File: src/rtl/note_sequencer.sv
// note_sequencer: single-voice note controller for the shared wavetable datapath.
// Owns the phase accumulator and sample divider, tracks held keys with
// last-note priority, and drives the ADSR gate/retrigger.
module note_sequencer #(
    parameter int                   DEPTH       = 1024,
    parameter int                   ACC_WIDTH   = 32,
    parameter int                   SAMPLE_DIV  = 256,
    parameter logic [ACC_WIDTH-1:0] BASE_INC    = 32'd7_158_279,
    parameter logic [ACC_WIDTH-1:0] STEP_INC    = 32'd1_789_570,
    parameter int                   STACK_DEPTH = 4
) (
    input  logic                     clk_i,
    input  logic                     rst_i,
    input  logic                     note_valid_i,
    output logic                     note_ready_o,
    input  logic [3:0]               note_key_i,
    input  logic                     note_on_i,
    input  logic                     env_idle_i,
    output logic [$clog2(DEPTH)-1:0] addr_o,
    output logic                     sample_valid_o,
    output logic                     gate_o,
    output logic                     retrig_o,
    output logic [3:0]               active_key_o,
    output logic                     busy_o
);

    localparam int AW = $clog2(DEPTH);
    localparam int DW = $clog2(SAMPLE_DIV);
    localparam int CW = $clog2(STACK_DEPTH + 1);
    localparam int IW = $clog2(STACK_DEPTH);

    typedef enum logic [1:0] {IDLE, START, PLAY, RELEASE} state_t;

    state_t                 state;
    state_t                 state_next;
    logic [DW-1:0]          div;
    logic [ACC_WIDTH-1:0]   acc;
    logic [ACC_WIDTH-1:0]   acc_next;
    logic [ACC_WIDTH-1:0]   inc;
    logic [3:0]             stack      [STACK_DEPTH];
    logic [3:0]             stack_next [STACK_DEPTH];
    logic [CW-1:0]          count;
    logic [CW-1:0]          count_next;
    logic                   hit;
    logic [IW-1:0]          hit_idx;
    logic [IW-1:0]          pos;
    logic                   accept;

    function automatic logic [ACC_WIDTH-1:0] inc_of(input logic [3:0] key);
        return BASE_INC + ACC_WIDTH'(key) * STEP_INC;
    endfunction

    assign note_ready_o   = (state != START);
    assign retrig_o       = (state == START);
    assign busy_o         = (state != IDLE);
    assign sample_valid_o = (div == DW'(SAMPLE_DIV - 1));
    assign accept         = note_valid_i & note_ready_o;

    // Held-key stack update: entry 0 is the sounding key; entries at or above count are stale.
    always_comb begin
        stack_next = stack;
        count_next = count;
        hit        = 1'b0;
        hit_idx    = '0;
        pos        = '0;
        for (int unsigned i = 0; i < STACK_DEPTH; i++) begin
            if (!hit && i < 32'(count) && stack[i] == note_key_i) begin
                hit     = 1'b1;
                hit_idx = IW'(i);
            end
        end
        if (accept) begin
            if (note_on_i) begin
                // Entries above pos slide down one; a full stack loses its oldest entry.
                if (hit)
                    pos = hit_idx;
                else if (count == CW'(STACK_DEPTH))
                    pos = IW'(STACK_DEPTH - 1);
                else
                    pos = IW'(count);
                for (int unsigned j = 1; j < STACK_DEPTH; j++) begin
                    if (j <= 32'(pos))
                        stack_next[j] = stack[j-1];
                end
                stack_next[0] = note_key_i;
                if (!hit && count != CW'(STACK_DEPTH))
                    count_next = count + 1'b1;
            end else if (hit) begin
                for (int unsigned j = 0; j < STACK_DEPTH - 1; j++) begin
                    if (j >= 32'(hit_idx))
                        stack_next[j] = stack[j+1];
                end
                count_next = count - 1'b1;
            end
        end
    end

    // Next-state logic; a press in RELEASE takes priority over env_idle_i.
    always_comb begin
        state_next = state;
        unique case (state)
            IDLE:    if (accept && note_on_i) state_next = START;
            START:   state_next = PLAY;
            PLAY:    if (accept && count_next == '0) state_next = RELEASE;
            RELEASE: begin
                if (accept && note_on_i)
                    state_next = START;
                else if (env_idle_i)
                    state_next = IDLE;
            end
            default: state_next = IDLE;
        endcase
    end

    // Phase accumulator: zeroed in START, advanced on strobes while sounding, held in IDLE.
    always_comb begin
        acc_next = acc;
        if (state == START)
            acc_next = '0;
        else if (sample_valid_o && (state == PLAY || state == RELEASE))
            acc_next = acc + inc;
    end

    // State register.
    always_ff @(posedge clk_i or posedge rst_i) begin
        if (rst_i)
            state <= IDLE;
        else
            state <= state_next;
    end

    // Divider, accumulator, stack, increment, gate and active-key registers.
    always_ff @(posedge clk_i or posedge rst_i) begin
        if (rst_i) begin
            div          <= '0;
            acc          <= '0;
            addr_o       <= '0;
            inc          <= '0;
            gate_o       <= 1'b0;
            active_key_o <= '0;
            count        <= '0;
            for (int unsigned i = 0; i < STACK_DEPTH; i++)
                stack[i] <= '0;
        end else begin
            div    <= sample_valid_o ? '0 : div + 1'b1;
            acc    <= acc_next;
            addr_o <= acc_next[ACC_WIDTH-1 -: AW];
            stack  <= stack_next;
            count  <= count_next;
            if (state == START) begin
                gate_o       <= 1'b1;
                inc          <= inc_of(stack[0]);
                active_key_o <= stack[0];
            end else if (state == PLAY && accept) begin
                if (count_next == '0) begin
                    gate_o <= 1'b0;
                end else if (stack_next[0] != stack[0]) begin
                    inc          <= inc_of(stack_next[0]);
                    active_key_o <= stack_next[0];
                end
            end
        end
    end

endmodule
File: config.mk
export PLATFORM = sky130hd
export DESIGN_NAME = note_sequencer
export DESIGN_NICKNAME = d
export VERILOG_FILES = /design/src/rtl/note_sequencer.sv
export SDC_FILE = /design/constraint.sdc
export NUM_CORES = 1
export LEC_CHECK = 0
export BUFFER_PORTS_ARGS = -buffer_cell sky130_fd_sc_hd__buf_2
export CORE_UTILIZATION = 58
export DETAILED_ROUTE_END_ITERATION = 6
export HOLD_SLACK_MARGIN = 0.15
export PLACE_DENSITY = 0.78
export SLEW_MARGIN = 30
export SYNTH_ARGS = -nofsm -noshare
export SYNTH_HDL_FRONTEND = slang
export SYNTH_SLANG_ARGS = --single-unit
export TNS_END_PERCENT = 5
File: constraint.sdc
create_clock -name clk_i -period 5.3 [get_ports clk_i]
set_clock_uncertainty 0.1 [all_clocks]
set_input_delay 0.265 -clock clk_i [delete_from_list [all_inputs] [get_ports clk_i]]
set_output_delay 0.265 -clock clk_i [all_outputs]
set_load 0.1 [all_outputs]
==> implementation parameters, run 1 <==
Parameter                              Value

Outcome
  Status ... finished clean

Synthesis
  Seq/Total Area, Yosys ... 28.4%
  Fraction of the mapped netlist area in adder cells ... 16.5%
  Number of flops mapped to enable cells by yosys ... 0
  Top cell type's share of synthesized area ... 28.4%
  Yosys warnings ... 0
  Mux contribution to synthesized area ... 6.74%
  Nets in the synthesized netlist ... 946
  Top cells by area, synth ... sky130_fd_sc_hd__dfrtp_1 (28%), sky130_fd_sc_hd__ha_1 (13%), sky130_fd_sc_hd__xor2_1 (4.0%)
  Mapped Area ... 0.00785 mm^2
  Count of mapped cells out of synthesis ... 841
  Number of synthesized register bits ... 89
  Unique masters post-synth ... 82
  Compound-cell area share of the yosys netlist ... 21.6%
  Ys flop type ... sky130_fd_sc_hd__dfrtp_1
  Async set or reset register ratio after synthesis ... 100%
  Main combinational cell family by area after synthesis ... compound AO/OA/AOI/OAI gates
  Avg Synthesized Cell Area ... 9.33 um^2
  Post-Synth Simple-Gate Area ... 13.6%
  Synth Area in XOR/XNOR ... 7.59%
  Cell type with the largest total area after synthesis ... sky130_fd_sc_hd__dfrtp_1

Route
  Starting DRC count in detailed routing ... 532
  Via count ... 6308
  Detailed-route wire length ... 17.6 mm
  TritonRoute pass-1 iters ... 5
  Wire per inst ... 16.6 um
  Detail Route Antenna Nets ... 0
  Via-to-Cell Ratio ... 5.96
  Detailed-route DRC error count ... 0

Final layout
  Commonest cells after routing, fill and taps aside ... sky130_fd_sc_hd__dfrtp_1 (89), sky130_fd_sc_hd__ha_1 (78), sky130_fd_sc_hd__nand2_1 (55), sky130_fd_sc_hd__inv_1 (55), sky130_fd_sc_hd__nor2_1 (49)
  Commonest non-fill, non-tap cell in the layout ... sky130_fd_sc_hd__dfrtp_1
  Area growth syn-to-layout ... 11.3%
  Non-Filler Cell Area, Final ... 0.00874 mm^2
  Fill cell total of the finished layout ... 1067
  Number of nets in the layout ... 983
  Number of diodes added for antenna fixing ... 0
  Fraction of layout instances using a drive strength above 1 ... 18.1%

Timing
  Hold violation count in the final report ... 0
  Sum of negative setup slack ... 0 ps
  WHS ... 205 ps
  Pins Over Slew Limit ... 0
  Setup violators final ... 0
  Period utilization ... 95.6%
  Rel. slew slack ... 39.3%
  Setup WS post-layout ... 231 ps
  Achievable Freq ... 197 MHz
  Min Tclk post-route ... 5070 ps
  Measured slew at the worst slew-check pin ... 905 ps

Floorplan
  Core area ... 0.0132 mm^2
  Effective utilization at floorplan ... 59.3%
  Die Y-Extent ... 118 um
  Overall die area ... 0.0140 mm^2
  X dimension of the die ... 118 um
  IO Count ... 28
  Std-Cell Rows ... 42

Global route
  Pin count of the biggest net entering global routing ... 55
  Number of antenna violations at the first check in global routing ... 0
  Number of global-route vias before repair ... 6051
  GRT overflow ... 0
  Global-route wire length before repair ... 29.7 mm
  GRT Overall Usage ... 26.4%

Clock network
  Clock slew at the register clock pins of the worst setup and hold paths ... 70 ps
  CTS root buffer ... sky130_fd_sc_hd__clkbuf_16
  CTS tree ... yes
  Total clock sinks ... 89
  Clock insertion delay at the later pin of the skew report ... 360 ps
  Num CTS Buffers ... 9
  Level count of the clock H-tree ... 3
  Buffer depth of the longest clock path ... 2

Critical path
  Data required time of the critical path ... 5440 ps
  Crit Path Max Fanout ... 6
  Endpoint class of the critical path ... register
  Crit start category ... register
  Category of the critical setup timing path ... reg -> reg
  Data arrival, critical path ... 5210 ps

Placed design
  DP Worst Slack ... 12.4 ps
  Final HPWL DP ... 13.0 mm
  Cell Area, Placed ... 0.00824 mm^2
  Placer congestion estimate ... 0.955
  IO Port Bufs ... 27

Hold path
  Path class of the lowest-slack min-delay path ... in -> reg

Run
  Max-capacitance violation count ... 0
## worst paths after layout
path	from	to	slack [ps]	cells after the start
worst max-delay path	stack[14]$_DFF_PP0_	inc[23]$_DFFE_PP0P_	230	21
max in group asynchronous	rst_i	acc[1]$_DFFE_PP0P_	3690	4
min in group asynchronous	rst_i	stack[9]$_DFFE_PP0P_	460	3
worst min register to register	inc[0]$_DFFE_PP0P_	inc[0]$_DFFE_PP0P_	370	1
worst min-delay path	note_valid_i	gate_o$_DFFE_PP0P_	200	4
worst max register to register	stack[14]$_DFF_PP0_	inc[23]$_DFFE_PP0P_	230	21
## worst max-delay path: stages, from the launching register on
cell	delay, ps
sky130_fd_sc_hd__dfrtp_1	390
sky130_fd_sc_hd__inv_2	50
sky130_fd_sc_hd__a222oi_1	370
sky130_fd_sc_hd__nand4_2	200
sky130_fd_sc_hd__nor2_4	190
sky130_fd_sc_hd__a22oi_1	100
sky130_fd_sc_hd__nor2_1	180
sky130_fd_sc_hd__a21oi_4	90
sky130_fd_sc_hd__buf_4	160
sky130_fd_sc_hd__buf_4	130
sky130_fd_sc_hd__ha_1	380
sky130_fd_sc_hd__fa_1	490
sky130_fd_sc_hd__ha_1	370
sky130_fd_sc_hd__a21o_1	180
sky130_fd_sc_hd__a41o_1	220
sky130_fd_sc_hd__a21o_1	210
sky130_fd_sc_hd__o21a_1	170
sky130_fd_sc_hd__o32a_1	350
sky130_fd_sc_hd__nand2b_1	110
sky130_fd_sc_hd__nor2_2	60
sky130_fd_sc_hd__xor2_1	150
sky130_fd_sc_hd__mux2_4	280
## registers in the layout, indices dropped and copies added (netlist names)
signal and cells:
acc 32, inc 23, stack 16, div 8, active_key_o 4, count 3, state 2, gate_o 1
## cell families after synthesis
group	Yosys count
and+or+nand+nor	212
xor gates and xnor gates	68
adders and majority gates	96
muxes	44
DFF	89
AOI/OAI and AO/OA	238
buffers and inverters	94
## layout make-up
cell class | instances | area (um^2) | area share [%]
clock buffer | 10 | 229 | 2.62
clock inverter | 5 | 42.5 | 0.487
inverter | 60 | 228 | 2.61
multi-input combinational | 658 | 5390 | 61.6
sequential | 89 | 2230 | 25.5
tap | 176 | 220 | 2.52
timing repair buffer | 60 | 405 | 4.64
## layer usage
layer | vias to the layer above | track usage (%) | wire [um]
li1 | 3131 | - | -
met1 | 3023 | 36.7 | 8410
met2 | 134 | 41.8 | 8090
met3 | 20 | 6.03 | 864
met4 | 0 | 5.85 | 247
met5 | - | 0 | 0
## metrics by stage
| stage | cells | utilization, % |
|---|---|---|
| after detailed placement | 1033 | 62.2 |
| after CTS | 1049 | 64.3 |
| after global placement | 1032 | 62.0 |
| after floorplan | 841 | - |
| after global routing | 1058 | 66.0 |
| final | 1058 | 66.0 |
## synth_stat cells (8+ instances only)
cell,instances
sky130_fd_sc_hd__a211oi_1,8
sky130_fd_sc_hd__ha_1,83
sky130_fd_sc_hd__dfrtp_1,89
sky130_fd_sc_hd__mux2_4,14
sky130_fd_sc_hd__xor2_1,36
sky130_fd_sc_hd__a21oi_1,46
sky130_fd_sc_hd__clkbuf_1,9
sky130_fd_sc_hd__mux2_2,15
sky130_fd_sc_hd__a22o_1,18
sky130_fd_sc_hd__a21o_1,30
sky130_fd_sc_hd__o21bai_1,9
sky130_fd_sc_hd__nand2_1,55
sky130_fd_sc_hd__buf_4,17
sky130_fd_sc_hd__nor2_1,52
sky130_fd_sc_hd__a22oi_1,8
sky130_fd_sc_hd__xnor2_1,32
sky130_fd_sc_hd__fa_1,13
sky130_fd_sc_hd__and3_1,9
sky130_fd_sc_hd__nor3_1,14
sky130_fd_sc_hd__inv_1,56
sky130_fd_sc_hd__a31oi_1,13
sky130_fd_sc_hd__mux2i_1,15
sky130_fd_sc_hd__nand3_1,27
sky130_fd_sc_hd__o21ai_0,35
## what timing repair did
| action | 4_1_cts | 5_1_grt |
|---|---|---|
| pin swaps | 1 | 16 |
| endpoints found under the hold margin | 53 | 0 |
| endpoints found under the setup margin | 1 | 7 |
| gates resized for setup | 0 | 35 |
| cloned | 0 | 0 |
| hold buffers | 1 | 0 |
| setup buffers | 0 | 9 |
Power of run 1 is left out: the tool's default activity adds up to more than one toggle a clock period on the data nets, which glitch-free logic cannot reach.
==> run 2: changes to the inputs <==
- clock period: 5.3 -> 4.3 ns (I/O delays scaled with it)
==> implementation parameters, run 2 (synthesis gave the netlist of run 1 again) <==
Parameter                              Value

Final layout
  Commonest cells after routing, fill and taps aside ... sky130_fd_sc_hd__buf_4 (100), sky130_fd_sc_hd__dfrtp_1 (88), sky130_fd_sc_hd__ha_1 (74)
  Number of diodes added for antenna fixing ... 0 (unchanged)
  Fraction of layout instances using a drive strength above 1 ... 25.6% (+7.5 points)
  Largest register FFs ... 32 (unchanged)
  Registers with the most flip-flops ... acc (32), inc (23), stack (16)
  Commonest non-fill, non-tap cell in the layout ... sky130_fd_sc_hd__buf_4
  Fill cell total of the finished layout ... 1017 (-4.7%)
  Area growth syn-to-layout ... 19.8%
  Largest reg by FF count ... acc
  Final standard cell utilization of the core ... 71.0% (+5.0 points)
  Number of nets in the layout ... 1053 (+7.1%)

Hold path
  Terminating pin of the worst hold path ... acc[4]$_DFFE_PP0P_
  Path class of the lowest-slack min-delay path ... reg -> reg
  Min-Delay Path Depth ... 2 (-2)
  Start point of the worst hold path ... acc[4]$_DFFE_PP0P_

Clock network
  Level count of the clock H-tree ... 3 (unchanged)
  Buffer depth of the longest clock path ... 2 (unchanged)
  Clock insertion delay at the later pin of the skew report ... 360 ps (about the same)
  Total clock sinks ... 89 (unchanged)
  CTS tree ... yes
  Num CTS Buffers ... 9 (unchanged)
  Clock slew at the register clock pins of the worst setup and hold paths ... 70 ps (about the same)
  CTS root buffer ... sky130_fd_sc_hd__clkbuf_16

Critical path
  Endpoint of the worst-slack reg-to-reg timing path ... inc[24]$_DFFE_PP0P_
  Critical Path Max Stage Delay ... 510 ps (+20 ps)
  Reg-to-reg critical path startpoint ... stack[12]$_DFF_PP0_
  Crit Path Max Fanout ... 4 (-2)
  Worst reg-to-reg path cell count ... 21 (unchanged)
  Category of the critical setup timing path ... reg -> reg
  Delay-heaviest family, CP ... compound AO/OA/AOI/OAI gates
  Data required time of the critical path ... 4440 ps (-1000 ps)
  Buf/Inv on CP ... 4 (+1)
  Crit start category ... register
  Most common cell type on the critical path ... sky130_fd_sc_hd__o21ai_2
  Data arrival, critical path ... 5090 ps (-120 ps)
  Ordered cell list for the critical path ... inv_2 -> a222oi_1 -> nand4_4 -> buf_4 -> inv_2 -> o21ai_2 -> a21o_2 -> ha_4 -> fa_2 -> fa_2 -> buf_4 -> a21o_1 -> a211oi_1 -> o21ai_2 -> o21ai_2 -> o311ai_2 -> a211oi_2 -> nor2_1 -> o21bai_1 -> xor2_1 -> mux2_4
  Slack of the worst reg-to-reg path ... -650 ps (-880 ps)
  Endpoint class of the critical path ... register
  Slowest library cell on the worst path ... sky130_fd_sc_hd__a222oi_1

Global route
  Pin count of the biggest net entering global routing ... 47 (-15%)
  GRT overflow ... 0 (unchanged)
  GRT Overall Usage ... 29.9% (+3.5 points)
  Number of antenna violations at the first check in global routing ... 0 (unchanged)
  Global-route wire length before repair ... 33.6 mm (+13%)
  Number of global-route vias before repair ... 7019 (+16%)

Timing
  Pins Over Slew Limit ... 0 (unchanged)
  Unrepaired setup endpoints after global routing ... yes
  Achievable Freq ... 202 MHz (+2.3%)
  Min Tclk post-route ... 4950 ps (-115 ps)
  Setup WS post-layout ... -654 ps (-885 ps)
  Rel. slew slack ... 38.8% (-0.50 points)
  Setup violators final ... 12 (+12)
  Period utilization ... 115% (+20 points)
  Measured slew at the worst slew-check pin ... 899 ps (-6.21 ps)
  Sum of negative setup slack ... -4870 ps (-4870 ps)
  WHS ... 386 ps (+181 ps)
  Hold violation count in the final report ... 0 (unchanged)

Route
  Via-to-Cell Ratio ... 6.08 (+1.9%)
  Starting DRC count in detailed routing ... 442 (-17%)
  Met1 wire length ... 8.65 mm (+2.9%)
  TritonRoute pass-1 iters ... 5 (unchanged)
  Detailed-route DRC error count ... 0 (unchanged)
  Routed wire length on met2 ... 9.99 mm (+23%)
  Top routing layer in use ... met4
  Met3 WL post-DR ... 947 um (+9.6%)
  Detailed-route wire length ... 20.1 mm (+14%)
  Detail Route Antenna Nets ... 0 (unchanged)
  Wire per inst ... 17.8 um (+6.9%)
  Via count ... 6861 (+8.8%)

Run
  Max-capacitance violation count ... 0 (unchanged)

Placed design
  Placer congestion estimate ... 0.968 (+1.4%)
  Final HPWL DP ... 15.2 mm (+17%)
  IO Port Bufs ... 27 (unchanged)
  DP Worst Slack ... -580 ps (-592 ps)

Floorplan
  Effective utilization at floorplan ... 59.3% (unchanged)
  Core area ... 0.0132 mm^2 (unchanged)
  Overall die area ... 0.0140 mm^2 (unchanged)
  X dimension of the die ... 118 um (unchanged)
  Die Y-Extent ... 118 um (unchanged)
  IO Count ... 28 (unchanged)
  Std-Cell Rows ... 42 (unchanged)

Outcome
  Violations in the final reports ... setup timing
  Status ... complete, but fails checks
==> run 2: changes by cell type in the layout (fill, tap and decap cells not counted), sizes merged <==
cell / previous run / this run
bufinv: 0 / 2
inv: 60 / 59
clkbuf: 10 / 11
clkinvlp: 0 / 1
clkinv: 5 / 3
buf: 59 / 128
dlygate4sd3: 1 / 2
==> run 2: how the worst max path moves through the flow <==
stage | start | to | slack, ps | cells after the start
final | stack[12]$_DFF_PP0_ | inc[24]$_DFFE_PP0P_ | -650 | 21
after global routing | stack[12]$_DFF_PP0_ | inc[24]$_DFFE_PP0P_ | -850 | 22
after detailed placement | stack[14]$_DFF_PP0_ | inc[24]$_DFFE_PP0P_ | -580 | 20
after global placement | stack[14]$_DFF_PP0_ | inc[24]$_DFFE_PP0P_ | -390 | 22
after floorplan | stack[12]$_DFF_PP0_ | inc[24]$_DFFE_PP0P_ | -560 | 20
after CTS | stack[12]$_DFF_PP0_ | inc[24]$_DFFE_PP0P_ | -570 | 20
==> run 2: worst min-delay path: stages (launching register included) <==
cell	delay [ps]
sky130_fd_sc_hd__dfrtp_1	340
sky130_fd_sc_hd__nand2_1	50
sky130_fd_sc_hd__o41ai_1	60
==> run 2: per-stage QoR <==
step,cells,instance area [um^2]
2_1_floorplan,841,8000
3_3_place_gp,1104,8860
3_5_place_dp,1104,8860
4_1_cts,1128,9320
5_1_grt,1129,9400
6_report,1129,9400
==> run 2: layout make-up <==
| cell class | instances | area, um^2 | share of cell area, % |
|---|---|---|---|
| well taps | 176 | 220 | 2.34 |
| flip-flops and latches | 89 | 2230 | 23.7 |
| multi-input cells | 658 | 5480 | 58.3 |
| clock buffers | 11 | 243 | 2.58 |
| clock inverters | 5 | 87.6 | 0.931 |
| inverters | 60 | 226 | 2.41 |
| repair buffers | 130 | 917 | 9.75 |
==> run 2: per-layer routing <==
layer | vias up | global-route usage (%)
met1 | 3356 | 37.0
met4 | 0 | 11.3
li1 | 3273 | -
met3 | 36 | 4.92
met5 | - | 0
met2 | 196 | 52.0
==> run 2: what timing repair did <==
action	4_1_cts	5_1_grt
gates resized for setup	14	17
hold endpoints to repair	44	0
hold buffers	2	0
pin swaps	19	10
setup buffers	6	1
setup endpoints to repair	10	13
Power of run 2 is left out for the same reason.
==> run 3: changes to the inputs <==
- SKIP_LAST_GASP: not set -> 1
==> implementation parameters, run 3 (synthesis gave the netlist of run 1 again) <==
Parameter                              Value

Outcome
  Status ... complete, but fails checks
  Violations in the final reports ... setup timing

Critical path
  Slowest library cell on the worst path ... sky130_fd_sc_hd__a222oi_1
  Data arrival, critical path ... 5060 ps (-30 ps)
  Ordered cell list for the critical path ... inv_2 -> a222oi_1 -> nand4_4 -> buf_4 -> inv_2 -> o21ai_2 -> buf_4 -> a21oi_4 -> ha_4 -> fa_2 -> fa_2 -> a211oi_4 -> o21ai_2 -> a41o_1 -> a21o_1 -> o21a_1 -> o32a_1 -> nand2b_1 -> o21bai_1 -> xor2_1 -> mux2_4
  Crit start category ... register
  Category of the critical setup timing path ... reg -> reg
  Buf/Inv on CP ... 4 (unchanged)
  Crit Path Max Fanout ... 4 (unchanged)
  Critical Path Max Stage Delay ... 480 ps (-30 ps)
  Endpoint class of the critical path ... register
  Delay-heaviest family, CP ... compound AO/OA/AOI/OAI gates
  Data required time of the critical path ... 4440 ps (about the same)

Placed design
  IO Port Bufs ... 27 (unchanged)
  Final HPWL DP ... 15.2 mm (unchanged)
  Cell Area, Placed ... 0.00886 mm^2 (unchanged)
  Placer congestion estimate ... 0.968 (unchanged)

Hold path
  Path class of the lowest-slack min-delay path ... reg -> reg

Clock network
  Level count of the clock H-tree ... 3 (unchanged)
  Total clock sinks ... 89 (unchanged)
  CTS root buffer ... sky130_fd_sc_hd__clkbuf_16
  Clock slew at the register clock pins of the worst setup and hold paths ... 70 ps (about the same)
  Clock insertion delay at the later pin of the skew report ... 360 ps (about the same)
  Buffer depth of the longest clock path ... 2 (unchanged)
  CTS tree ... yes
  Num CTS Buffers ... 9 (unchanged)

Floorplan
  Overall die area ... 0.0140 mm^2 (unchanged)
  IO Count ... 28 (unchanged)
  Die Y-Extent ... 118 um (unchanged)
  X dimension of the die ... 118 um (unchanged)
  Effective utilization at floorplan ... 59.3% (unchanged)
  Core area ... 0.0132 mm^2 (unchanged)
  Std-Cell Rows ... 42 (unchanged)

Timing
  Unrepaired setup endpoints after global routing ... yes
  Achievable Freq ... 203 MHz (+0.80%)
  Hold violation count in the final report ... 0 (unchanged)
  Measured slew at the worst slew-check pin ... 907 ps (+8.55 ps)
  Period utilization ... 114% (-0.92 points)
  WHS ... 386 ps (-0.0700 ps)
  Pins Over Slew Limit ... 0 (unchanged)
  Min Tclk post-route ... 4910 ps (-39.5 ps)
  Sum of negative setup slack ... -4290 ps (+582 ps)
  Rel. slew slack ... 38.2% (-0.58 points)
  Setup violators final ... 12 (unchanged)
  Setup WS post-layout ... -614 ps (+39.5 ps)

Global route
  M3 GR Usage ... 4.83% (-0.097 points)
  GR met1 Demand/Resource ... 37.1% (+0.093 points)
  GRT Overall Usage ... 29.9% (about the same)
  Number of antenna violations at the first check in global routing ... 0 (unchanged)
  Layer with the highest usage after global routing ... met2
  Global-route wire length before repair ... 33.6 mm (about the same)
  Number of global-route vias before repair ... 7018 (-0.014%)
  GRT overflow ... 0 (unchanged)
  Pin count of the biggest net entering global routing ... 47 (unchanged)
  Routing usage on met2 ... 52.1% (+0.074 points)

Final layout
  Registers with the most flip-flops ... acc (32), inc (23), stack (16)
  Final standard cell utilization of the core ... 71.0% (about the same)
  Non-Filler Cell Area, Final ... 0.00940 mm^2 (about the same)
  Number of diodes added for antenna fixing ... 0 (unchanged)
  Commonest cells after routing, fill and taps aside ... sky130_fd_sc_hd__buf_4 (100), sky130_fd_sc_hd__dfrtp_1 (88), sky130_fd_sc_hd__ha_1 (74)
  Area growth syn-to-layout ... 19.7% (about the same)
  Number of nets in the layout ... 1053 (unchanged)
  Largest register FFs ... 32 (unchanged)
  Largest reg by FF count ... acc
  Storage cell area ... 0.00223 mm^2 (unchanged)
  Fraction of layout instances using a drive strength above 1 ... 25.5% (-0.10 points)
  Fill cell total of the finished layout ... 1021 (+0.39%)
  Commonest non-fill, non-tap cell in the layout ... sky130_fd_sc_hd__buf_4
  Combined area of the multi-input logic cells ... 0.00547 mm^2 (-0.11%)

Route
  Starting DRC count in detailed routing ... 434 (-1.8%)
  Detailed-route wire length ... 20.1 mm (about the same)
  Detailed-route DRC error count ... 0 (unchanged)
  Via count ... 6834 (-0.39%)
  Wire per inst ... 17.8 um (about the same)
  TritonRoute pass-1 iters ... 5 (unchanged)
  Via-to-Cell Ratio ... 6.05 (-0.39%)
  Detail Route Antenna Nets ... 0 (unchanged)

Run
  Max-capacitance violation count ... 0 (unchanged)
==> run 3: cell counts in the layout (fill, tap and decap cells not counted) <==
No cell type changed its count.
==> run 3: per-stage QoR <==
stage                     setup WS (ps)  cells
after global routing               -842   1129
after CTS                          -577   1128
after floorplan                    -561    841
after global placement             -388   1104
final                              -614   1129
after detailed placement           -580   1104
==> run 3: layout make-up <==
class                   instances  area share (%)
clock buffers                  11            2.58
clock inverters                 5           0.932
repair buffers                130            9.76
well taps                     176            2.34
multi-input cells             658            58.3
inverters                      60            2.41
flip-flops and latches         89            23.7
==> run 3: worst register-to-register path, stage by stage, from the launching register on <==
cell and delay, ps:
sky130_fd_sc_hd__dfrtp_1 360, sky130_fd_sc_hd__inv_2 50, sky130_fd_sc_hd__a222oi_1 480, sky130_fd_sc_hd__nand4_4 170, sky130_fd_sc_hd__buf_4 180, sky130_fd_sc_hd__inv_2 60, sky130_fd_sc_hd__o21ai_2 80, sky130_fd_sc_hd__buf_4 160
sky130_fd_sc_hd__a21oi_4 210, sky130_fd_sc_hd__ha_4 180, sky130_fd_sc_hd__fa_2 470, sky130_fd_sc_hd__fa_2 390, sky130_fd_sc_hd__a211oi_4 270, sky130_fd_sc_hd__o21ai_2 110, sky130_fd_sc_hd__a41o_1 200, sky130_fd_sc_hd__a21o_1 200
sky130_fd_sc_hd__o21a_1 170, sky130_fd_sc_hd__o32a_1 300, sky130_fd_sc_hd__nand2b_1 120, sky130_fd_sc_hd__o21bai_1 90, sky130_fd_sc_hd__xor2_1 150, sky130_fd_sc_hd__mux2_4 260
==> run 3: path summary, 6_finish.rpt <==
| check | to | cells after the start | startpoint | slack (ps) |
|---|---|---|---|---|
| min | acc[4]$_DFFE_PP0P_ | 2 | acc[4]$_DFFE_PP0P_ | 390 |
| max | inc[24]$_DFFE_PP0P_ | 21 | stack[12]$_DFF_PP0_ | -610 |
| max in group asynchronous | div[7]$_DFF_PP0_ | 4 | rst_i | 2620 |
| min reg2reg | acc[4]$_DFFE_PP0P_ | 2 | acc[4]$_DFFE_PP0P_ | 390 |
| max reg2reg | inc[24]$_DFFE_PP0P_ | 21 | stack[12]$_DFF_PP0_ | -610 |
| min in group asynchronous | acc[7]$_DFFE_PP0P_ | 3 | rst_i | 420 |
==> run 3: timing repair <==
action	CTS	global route
endpoints found under the hold margin	44	0
gates resized for setup	9	22
hold buffers	2	0
buffers inserted	6	1
endpoints found under the setup margin	10	13
pin swaps	15	12
==> run 3: layer usage <==
layer	up-vias	wire, um
met4	0	449
met2	185	10000
met3	37	829
li1	3264	-
met1	3348	8760
met5	-	0
Power of run 3 is left out for the same reason.
